$ cat config.mk
export PLATFORM = sky130hd
export DESIGN_NAME = ex_muldiv_unit
export DESIGN_NICKNAME = d
export VERILOG_FILES = /design/src/rtl/cpu_types_pkg.sv /design/src/rtl/ex_muldiv_unit_step.sv /design/src/rtl/ex_muldiv_unit.sv
export SDC_FILE = /design/constraint.sdc
export NUM_CORES = 1
export LEC_CHECK = 0
export ABC_AREA = 1
export CAP_MARGIN = 30
export CORE_MARGIN = 2
export CORE_UTILIZATION = 56
export CTS_BUF_LIST = sky130_fd_sc_hd__clkbuf_4
export DETAILED_ROUTE_END_ITERATION = 7
export PLACE_DENSITY = 0.87
export RECOVER_POWER = 25
export SLEW_MARGIN = 15
export SYNTH_ARGS = -nofsm -noshare
export SYNTH_HDL_FRONTEND = slang
export SYNTH_SLANG_ARGS = --single-unit
$ cat constraint.sdc
create_clock -name CLK -period 2.7 [get_ports CLK]
set_input_delay 0.27 -clock CLK [delete_from_list [all_inputs] [get_ports CLK]]
set_output_delay 0.27 -clock CLK [all_outputs]
set_load 0.005 [all_outputs]
$ cat src/rtl/cpu_types_pkg.sv
// Shared types for the EX-stage multiply/divide unit: operation codes, FSM states, iteration count.
package cpu_types_pkg;

   typedef enum logic [1:0] {
      MD_MULTU = 2'd0,
      MD_MULT  = 2'd1,
      MD_DIVU  = 2'd2,
      MD_DIV   = 2'd3
   } muldiv_op_t;

   typedef enum logic [1:0] {
      IDLE = 2'd0,
      CALC = 2'd1,
      FIX  = 2'd2
   } muldiv_state_t;

   localparam int MULDIV_ITERS = 32;

   function automatic logic op_is_div(input muldiv_op_t op);
      return op[1];
   endfunction

   function automatic logic op_is_signed(input muldiv_op_t op);
      return op[0];
   endfunction

endpackage

$ cat src/rtl/ex_muldiv_unit_step.sv
// One combinational iteration: shift-add for multiply, restoring shift-subtract for divide.
module muldiv_step #(
   parameter int WIDTH = 32
) (
   input  logic               is_div,
   input  logic [2*WIDTH-1:0] acc,
   input  logic [2*WIDTH-1:0] opnd,
   input  logic               mq_bit,
   output logic [2*WIDTH-1:0] acc_nxt,
   output logic               qbit
);

   logic [WIDTH:0]   shifted;
   logic [WIDTH+1:0] diff;

   always_comb begin
      acc_nxt = acc;
      qbit    = 1'b0;
      shifted = {acc[WIDTH-1:0], mq_bit};
      diff    = {1'b0, shifted} - {2'b00, opnd[WIDTH-1:0]};
      if (is_div) begin
         // diff[WIDTH+1] is the borrow: trial subtraction failed, keep the shifted remainder
         if (!diff[WIDTH+1]) begin
            acc_nxt = {{(WIDTH-1){1'b0}}, diff[WIDTH:0]};
            qbit    = 1'b1;
         end else begin
            acc_nxt = {{(WIDTH-1){1'b0}}, shifted};
         end
      end else if (mq_bit) begin
         acc_nxt = acc + opnd;
      end
   end

endmodule

$ cat src/rtl/ex_muldiv_unit.sv
// Iterative MULT/MULTU/DIV/DIVU unit writing HI/LO; busy stalls the front end while running.
// Build option: MULDIV_EARLY_TERM_EN lets multiplies leave CALC once the multiplier is exhausted.
//
//  state | meaning
//  IDLE  | waiting for start; mthi/mtlo writes accepted
//  CALC  | one multiply/divide bit per cycle
//  FIX   | sign correction, HI/LO written on exit
module ex_muldiv_unit
   import cpu_types_pkg::*;
#(
   parameter int WIDTH = MULDIV_ITERS,
   parameter int ITERS = WIDTH
) (
   input  logic             CLK,
   input  logic             RST,
   input  logic             start,
   input  logic [1:0]       op,
   input  logic [WIDTH-1:0] opa,
   input  logic [WIDTH-1:0] opb,
   input  logic             flush,
   input  logic             hilo_wen,
   input  logic             hilo_sel,
   input  logic [WIDTH-1:0] hilo_wdata,
   output logic             busy,
   output logic             done,
   output logic [WIDTH-1:0] hi,
   output logic [WIDTH-1:0] lo
);

   localparam int CW = $clog2(ITERS);

   muldiv_state_t      state;
   logic [CW-1:0]      cnt;
   logic               is_div, neg_res, neg_rem, div0, done_q;
   logic [2*WIDTH-1:0] acc, opnd, acc_nxt, prod;
   logic [WIDTH-1:0]   mq, hi_q, lo_q, abs_a, abs_b, quo, rem;
   logic               sgn, mq_bit, qbit, last_iter;

   assign sgn   = op_is_signed(muldiv_op_t'(op));
   assign abs_a = (sgn && opa[WIDTH-1]) ? -opa : opa;
   assign abs_b = (sgn && opb[WIDTH-1]) ? -opb : opb;

   // Multiply consumes the multiplier LSB-first; divide feeds dividend bits MSB-first.
   assign mq_bit = is_div ? mq[WIDTH-1] : mq[0];

   muldiv_step #(.WIDTH(WIDTH)) u_step (
      .is_div  (is_div),
      .acc     (acc),
      .opnd    (opnd),
      .mq_bit  (mq_bit),
      .acc_nxt (acc_nxt),
      .qbit    (qbit)
   );

`ifdef MULDIV_EARLY_TERM_EN
   assign last_iter = (cnt == CW'(ITERS-1)) || (!is_div && ((mq >> 1) == '0));
`else
   assign last_iter = (cnt == CW'(ITERS-1));
`endif

   always_comb begin
      prod = neg_res ? -acc : acc;
      quo  = div0 ? '1 : (neg_res ? -mq : mq);
      rem  = neg_rem ? -acc[WIDTH-1:0] : acc[WIDTH-1:0];
   end

   assign busy = (state != IDLE) || (start && !flush);
   assign done = done_q;
   assign hi   = hi_q;
   assign lo   = lo_q;

   always_ff @(posedge CLK) begin
      if (RST) begin
         state   <= IDLE;
         cnt     <= '0;
         is_div  <= 1'b0;
         neg_res <= 1'b0;
         neg_rem <= 1'b0;
         div0    <= 1'b0;
         acc     <= '0;
         opnd    <= '0;
         mq      <= '0;
         hi_q    <= '0;
         lo_q    <= '0;
         done_q  <= 1'b0;
      end else begin
         done_q <= 1'b0;
         if (flush) begin
            state <= IDLE;
         end else begin
            case (state)
               IDLE: begin
                  if (hilo_wen) begin
                     if (hilo_sel) hi_q <= hilo_wdata;
                     else          lo_q <= hilo_wdata;
                  end
                  if (start) begin
                     state   <= CALC;
                     cnt     <= '0;
                     is_div  <= op[1];
                     neg_res <= sgn && (opa[WIDTH-1] ^ opb[WIDTH-1]);
                     neg_rem <= sgn && opa[WIDTH-1];
                     div0    <= (opb == '0);
                     acc     <= '0;
                     opnd    <= {{WIDTH{1'b0}}, (op[1] ? abs_b : abs_a)};
                     mq      <= op[1] ? abs_a : abs_b;
                  end
               end
               CALC: begin
                  acc  <= acc_nxt;
                  cnt  <= cnt + 1'b1;
                  mq   <= is_div ? {mq[WIDTH-2:0], qbit} : (mq >> 1);
                  opnd <= is_div ? opnd : (opnd << 1);
                  if (last_iter) state <= FIX;
               end
               FIX: begin
                  state  <= IDLE;
                  done_q <= 1'b1;
                  if (is_div) begin
                     hi_q <= rem;
                     lo_q <= quo;
                  end else begin
                     hi_q <= prod[2*WIDTH-1:WIDTH];
                     lo_q <= prod[WIDTH-1:0];
                  end
               end
               default: state <= IDLE;
            endcase
         end
      end
   end

endmodule

== After elaboration in Yosys (flattened, before gate mapping) ==
Cells that the tools add are included.

* Output and inout port bits: 66
* Bits in registers: 236

* Reductions and logical operators: 19
* Mux-type cells: 35
* Eq/ne operators: 10
* Bitwise logic cells: 2
* $add $sub $neg: 8

{| class="wikitable"
|+ Operator list
! operator !! count
|-
| 2-to-1 mux 32 bit || 15
|-
| 2-to-1 mux 64 bit || 6
|-
| case mux 64 bit (2 select lines) || 2
|-
| case mux 32 bit (2 select lines) || 3
|-
| negation 32 bit || 4
|-
| adder 64 bit || 1
|-
| negation 64 bit || 1
|-
| subtractor 33 x 32 -> 34 bit || 1
|-
| 2-to-1 mux 33 bit || 1
|-
| zero test 32 bit || 1
|-
| AND reduction 4 bit || 4
|-
| inequality test 2 bit, second input constant || 6
|-
| case mux 5 bit (2 select lines) || 1
|-
| AND reduction 3 bit || 2
|-
| nonzero test 2 bit || 3
|-
| adder 5 x 1 -> 5 bit, second input constant || 1
|-
| equality test 5 bit, second input constant || 1
|-
| 2-to-1 mux 5 bit || 1
|-
| logical AND 1 bit || 4
|-
| 2-to-1 mux 2 bit || 2
|-
| case mux 2 bit (2 select lines) || 1
|-
| 2-to-1 mux 1 bit || 3
|-
| inequality test 3 x 2 -> 1 bit, second input constant || 1
|-
| equality test 2 x 1 -> 1 bit, second input constant || 1
|-
| 8 further kinds || 8
|}

== Logic depth before layout (Yosys ltp) ==
* Word-level depth: 5
* Depth in mapped cells: 21
* Gate-level depth less buffers: 19

== Hierarchy ==
A second synthesis with hierarchy kept.

* Cells, all modules: 4949
* Area, all modules: 26450.4 um^2

{| class="wikitable"
|+ Modules (own cells, without submodules)
! module !! cells an instance !! times used !! sequential area each (um^2) !! area an instance (um^2)
|-
| ex_muldiv_unit || 2792 || 1 || 4724.5 || 16584.7
|-
| muldiv_step || 2157 || 1 || 0.0 || 9865.7
|}

== Worst setup path before layout ==
Ideal clock, no wire load.

* Path kind: register to register
* Start: register is_div
* End: register acc[32]
* Period minus slack after synthesis: 2.762 ns
* Path slack: -0.062 ns
* Setup time: 0.132 ns
* Required time: 2.568 ns
* Arrival: 2.630 ns
* Cell stages (with the launch flop): 21
* Path buffers: 3
* Cells stage by stage: dfxtp_1 buf_2 clkbuf_1 clkbuf_1 nand2_1 o21ai_0 ha_1 inv_1 fa_1 nand2_1 nand3_1 nand3_1 nand3_1 nand2_1 nand2_1 nand2_1 nand3_1 nand3_1 nand2_1 nand2_1 a21oi_1

* Word-level cells in the longest chain between the ends: 5

{| class="wikitable"
|+ Ends and longest elaborated chain
! element !! RTL line !! RTL
|-
| start, declared || ex_muldiv_unit.sv:34 || <nowiki>logic is_div, neg_res, neg_rem, div0, done_q;</nowiki>
|-
| start signal, assigned || ex_muldiv_unit.sv:100 || <nowiki>is_div <= op[1];</nowiki>
|-
| 2-to-1 mux 1 bit || ex_muldiv_unit.sv:44 || <nowiki>assign mq_bit = is_div ? mq[WIDTH-1] : mq[0];</nowiki>
|-
| subtractor 33 x 32 -> 34 bit || ex_muldiv_unit_step.sv:20 || <nowiki>diff = {1'b0, shifted} - {2'b00, opnd[WIDTH-1:0]};</nowiki>
|-
| 2-to-1 mux 33 bit || ex_muldiv_unit_step.sv:23 || <nowiki>if (!diff[WIDTH+1]) begin</nowiki>
|-
| 2-to-1 mux 64 bit || ex_muldiv_unit_step.sv:21 || <nowiki>if (is_div) begin</nowiki>
|-
| case mux 64 bit (2 select lines) || ex_muldiv_unit.sv:91 || <nowiki>case (state)</nowiki>
|-
| end signal, assigned || ex_muldiv_unit.sv:110 || <nowiki>acc <= acc_nxt;</nowiki>
|-
| end, declared || ex_muldiv_unit.sv:35 || <nowiki>logic [2*WIDTH-1:0] acc, opnd, acc_nxt, prod;</nowiki>
|}

Several ways; a longest one is shown, not always the timed one.
A chain may end at the register's enable or synchronous reset.

== Worst setup path after layout ==
* Start: register acc[10]
* End: register lo_q[13], in the netlist lo[13]

* Word-level cells in the longest chain between the ends: 4

{| class="wikitable"
|+ Ends and longest elaborated chain
! element !! RTL line !! RTL
|-
| negation 64 bit || ex_muldiv_unit.sv:62 || <nowiki>prod = neg_res ? -acc : acc;</nowiki>
|-
| 2-to-1 mux 64 bit || ex_muldiv_unit.sv:62 ||
|-
| 2-to-1 mux 32 bit || ex_muldiv_unit.sv:119 || <nowiki>if (is_div) begin</nowiki>
|-
| case mux 32 bit (2 select lines) || ex_muldiv_unit.sv:91 ||
|-
| end signal, assigned || ex_muldiv_unit.sv:95 || <nowiki>else lo_q <= hilo_wdata;</nowiki>
|-
| end signal, assigned || ex_muldiv_unit.sv:121 || <nowiki>lo_q <= quo;</nowiki>
|-
| end signal, assigned || ex_muldiv_unit.sv:124 || <nowiki>lo_q <= prod[WIDTH-1:0];</nowiki>
|-
| end, declared || ex_muldiv_unit.sv:36 || <nowiki>logic [WIDTH-1:0] mq, hi_q, lo_q, abs_a, abs_b, quo, rem;</nowiki>
|}

Every way passes these cells.

==> impl_metrics.tcl <==
set metrics [dict create \
    status "complete, no violations" \
    r2r_setup_slack_ns 0.09 \
    drtIter0Drc 4736 \
    setup_violations 0 \
    yosysMostFrequentCell "nand2_1" \
    synthesis.nets 4729 \
    htreeDepth 3 \
    design_area_mm2 0.02884 \
    dpl_cell_area_mm2 0.02795 \
    fin_crit_sh_pct 96.49 \
    cp_max_fo 5 \
    synthTopCellsByArea "nand2_1 (20%), dfxtp_1 (19%), a21oi_1 (9.2%)" \
    cts_buffer_depth 3 \
    busiest_layer "met2" \
    synth_cell_types 56 \
    overflow 0 \
    grt_max_degree 127 \
    antenna_found_initial 2 \
    relSlewSlack_pct 36.48 \
    ys_warn_count 0 \
    worstSetupPathType "register to register" \
    row_count 77 \
    dieArea_mm2 0.04617 \
    synth_top_area_cell "nand2_1" \
    ys.flop_type "dfxtp_1" \
    grt_pass1_vias 28400 \
    fin_skew_ns 0.09743 \
    min_period_ns 2.605 \
    core_mm2 0.04403 \
    async_reset_ff_share_pct 0 \
    clkLatencyLatePin_ns 0.86 \
    synthesis.area_mm2 0.02490 \
    worstMarginPinSlew_ns 0.9528 \
    drc 0 \
    dr.pass1.iters 6 \
    ys_seq_area_share_pct 18.97 \
    arrival_ns 3.26 \
    start_kind "register" \
    vias_per_cell 5.906 \
    dpl.cell_count 5265 \
    hp-class "input port to register" \
    die_w_um 214.9 \
    whs_ns 0.07153 \
    final_antenna_net_count 0 \
    fin_cells 5382 \
    drive_gt1_share_pct 8.269 \
    dp_hpwl_um 83960 \
    die_h_um 214.9 \
    path_clk_slew_ns 0.06 \
    vias 31790 \
    grt_use_met3_pct 7.799 \
    yosys-top-cells-count "nand2_1 (1,335), inv_1 (579), a21oi_1 (458)" \
    post_cts_buffers 0 \
    final-seq-area_mm2 0.004738 \
    cts_sinks 236 \
    globalRouteMet1Util_pct 60.45 \
    power_per_cell_area_mw_per_mm2 361.7 \
    yosysTopAreaCellShare_pct 20.12 \
    grt_usage_pct 44.50 \
    ir_drop_uv 356.6 \
    syn_inst 4522 \
    portBuffers 169 \
    synth-edff-count 0 \
    fin_nets 4954 \
    maxSlewViolCount 0 \
    hold_viol_final 0 \
    multiInputGateArea_mm2 0.01723 \
    cts_inserted_buffers 71 \
    drt_wl_total_um 105900 \
    clock.fmax_ghz 0.3838 \
    use_met2_pct 64.19 \
    syn_avg_cell_area_um2 5.506 \
    synth_seq_cells 236 \
    cap_viol_max_count 0 \
    cts_tree "yes" \
    globalplace.congestion 1.071 \
    fin_util_pct 65.50 \
    grt_first_pass_wirelength_um 161400 \
    wl_per_cell_um 19.67 \
    cts_root_buf "clkbuf_4" \
    initial_core_util_pct 56.55 \
    fin_total_pwr_mw 10.43 \
    area_delta_synth_final_pct 15.81 \
    leakagePower_nw 14.00 \
    crit_path_end_kind "register" \
    pin_count 170 \
    fill_cells 4359 \
    required_ns 3.36 \
]
[layer usage]
metal	wire length [um]	part of all wire [%]
met3	12450	12
met1	42490	40
met2	42780	40
met5	12	0.011
met4	8146	7.7
[final cells by class]
type,instances,share of cell area (%)
inverters,603,7.857
clock buffers,97,2.525
well taps,592,2.569
multi-input cells,3508,59.75
diodes,1,0.008678
repair buffers,327,10.46
flip-flops and latches,236,16.43
clock inverters,18,0.3948
[critical path: stages, from the launching register on]
cell and delay [ns]:
dfxtp_1 0.42, buf_4 0.22, nor2_2 0.23, nand3_1 0.15, nor2_1 0.11, nand2_1 0.11, xor2_1 0.18, nand2_1 0.07
o21ai_0 0.20, o21ai_0 0.64, a21oi_1 0.12
[state kept, by name, indices dropped and copies added, names as in the netlist]
name	cells
hi	32
state	2
cnt	5
lo	32
neg_rem	1
neg_res	1
is_div	1
done	1
opnd	64
mq	32
div0	1
acc	64
[power breakdown]
part	internal [mW]	total (mW)	leakage (nW)	switching, mW
clock network	1.75	3.51	0.500	1.76
logic	1.09	3.14	11.6	2.05
registers	3.62	3.78	1.92	0.160
total	6.46	10.4	14.0	3.97
[repair_timing]
item	CTS	global route
hold buffers	1	0
endpoints found under the hold margin	9	0
resized for setup	0	22
endpoints found under the setup margin	0	19
[layout by cell type, fill, tap and decap left out, drive strengths merged, types with 7 or more instances in the layout]
cell,netlist,final
o211ai,60,60
nand3,414,414
nand2,1355,1355
o21bai,9,9
clkinv,0,12
buf,64,156
o21ai,325,325
dfxtp,236,236
a21oi,465,465
and2,7,7
a31oi,23,23
dlygate4sd3,0,42
ha,101,101
or2,13,13
nand4,39,39
nor4,8,8
nor2,485,485
xor2,67,67
nand3b,33,33
inv,603,606
xnor2,28,28
clkdlybuf4s50,0,126
nor3,49,49
clkbuf,111,100
[stage by stage]
step / TNS [ns] / setup slack, ns
floorplan: 0 / 0.007535
detailed placement: 0 / 0.1336
finish: 0 / 0.09473
global placement: 0 / 0.1796
global route: -0.01618 / -0.01400
CTS: 0 / 0.05534
[final timing paths]
path                        startpoint             endpoint  cells past startpoint
setup / recovery  acc[10]$_SDFFE_PP0P_  lo[13]$_SDFFE_PP0P_                     10
hold / removal           hilo_wdata[1]   hi[1]$_SDFFE_PP0P_                      3
setup reg to reg  acc[10]$_SDFFE_PP0P_  lo[13]$_SDFFE_PP0P_                     10
hold reg to reg    cnt[4]$_SDFFE_PP0P_  cnt[4]$_SDFFE_PP0P_                      2
[logic make-up after synthesis]
logic type	share of synthesized area [%]
buffers and inverters	12.09
and+or+nand+nor	40.89
DFF	18.97
AOI/OAI and AO/OA	19.44
adders and majority gates	5.236
xor gates and xnor gates	3.372
Note: power is estimated with default switching activity, not from simulation.
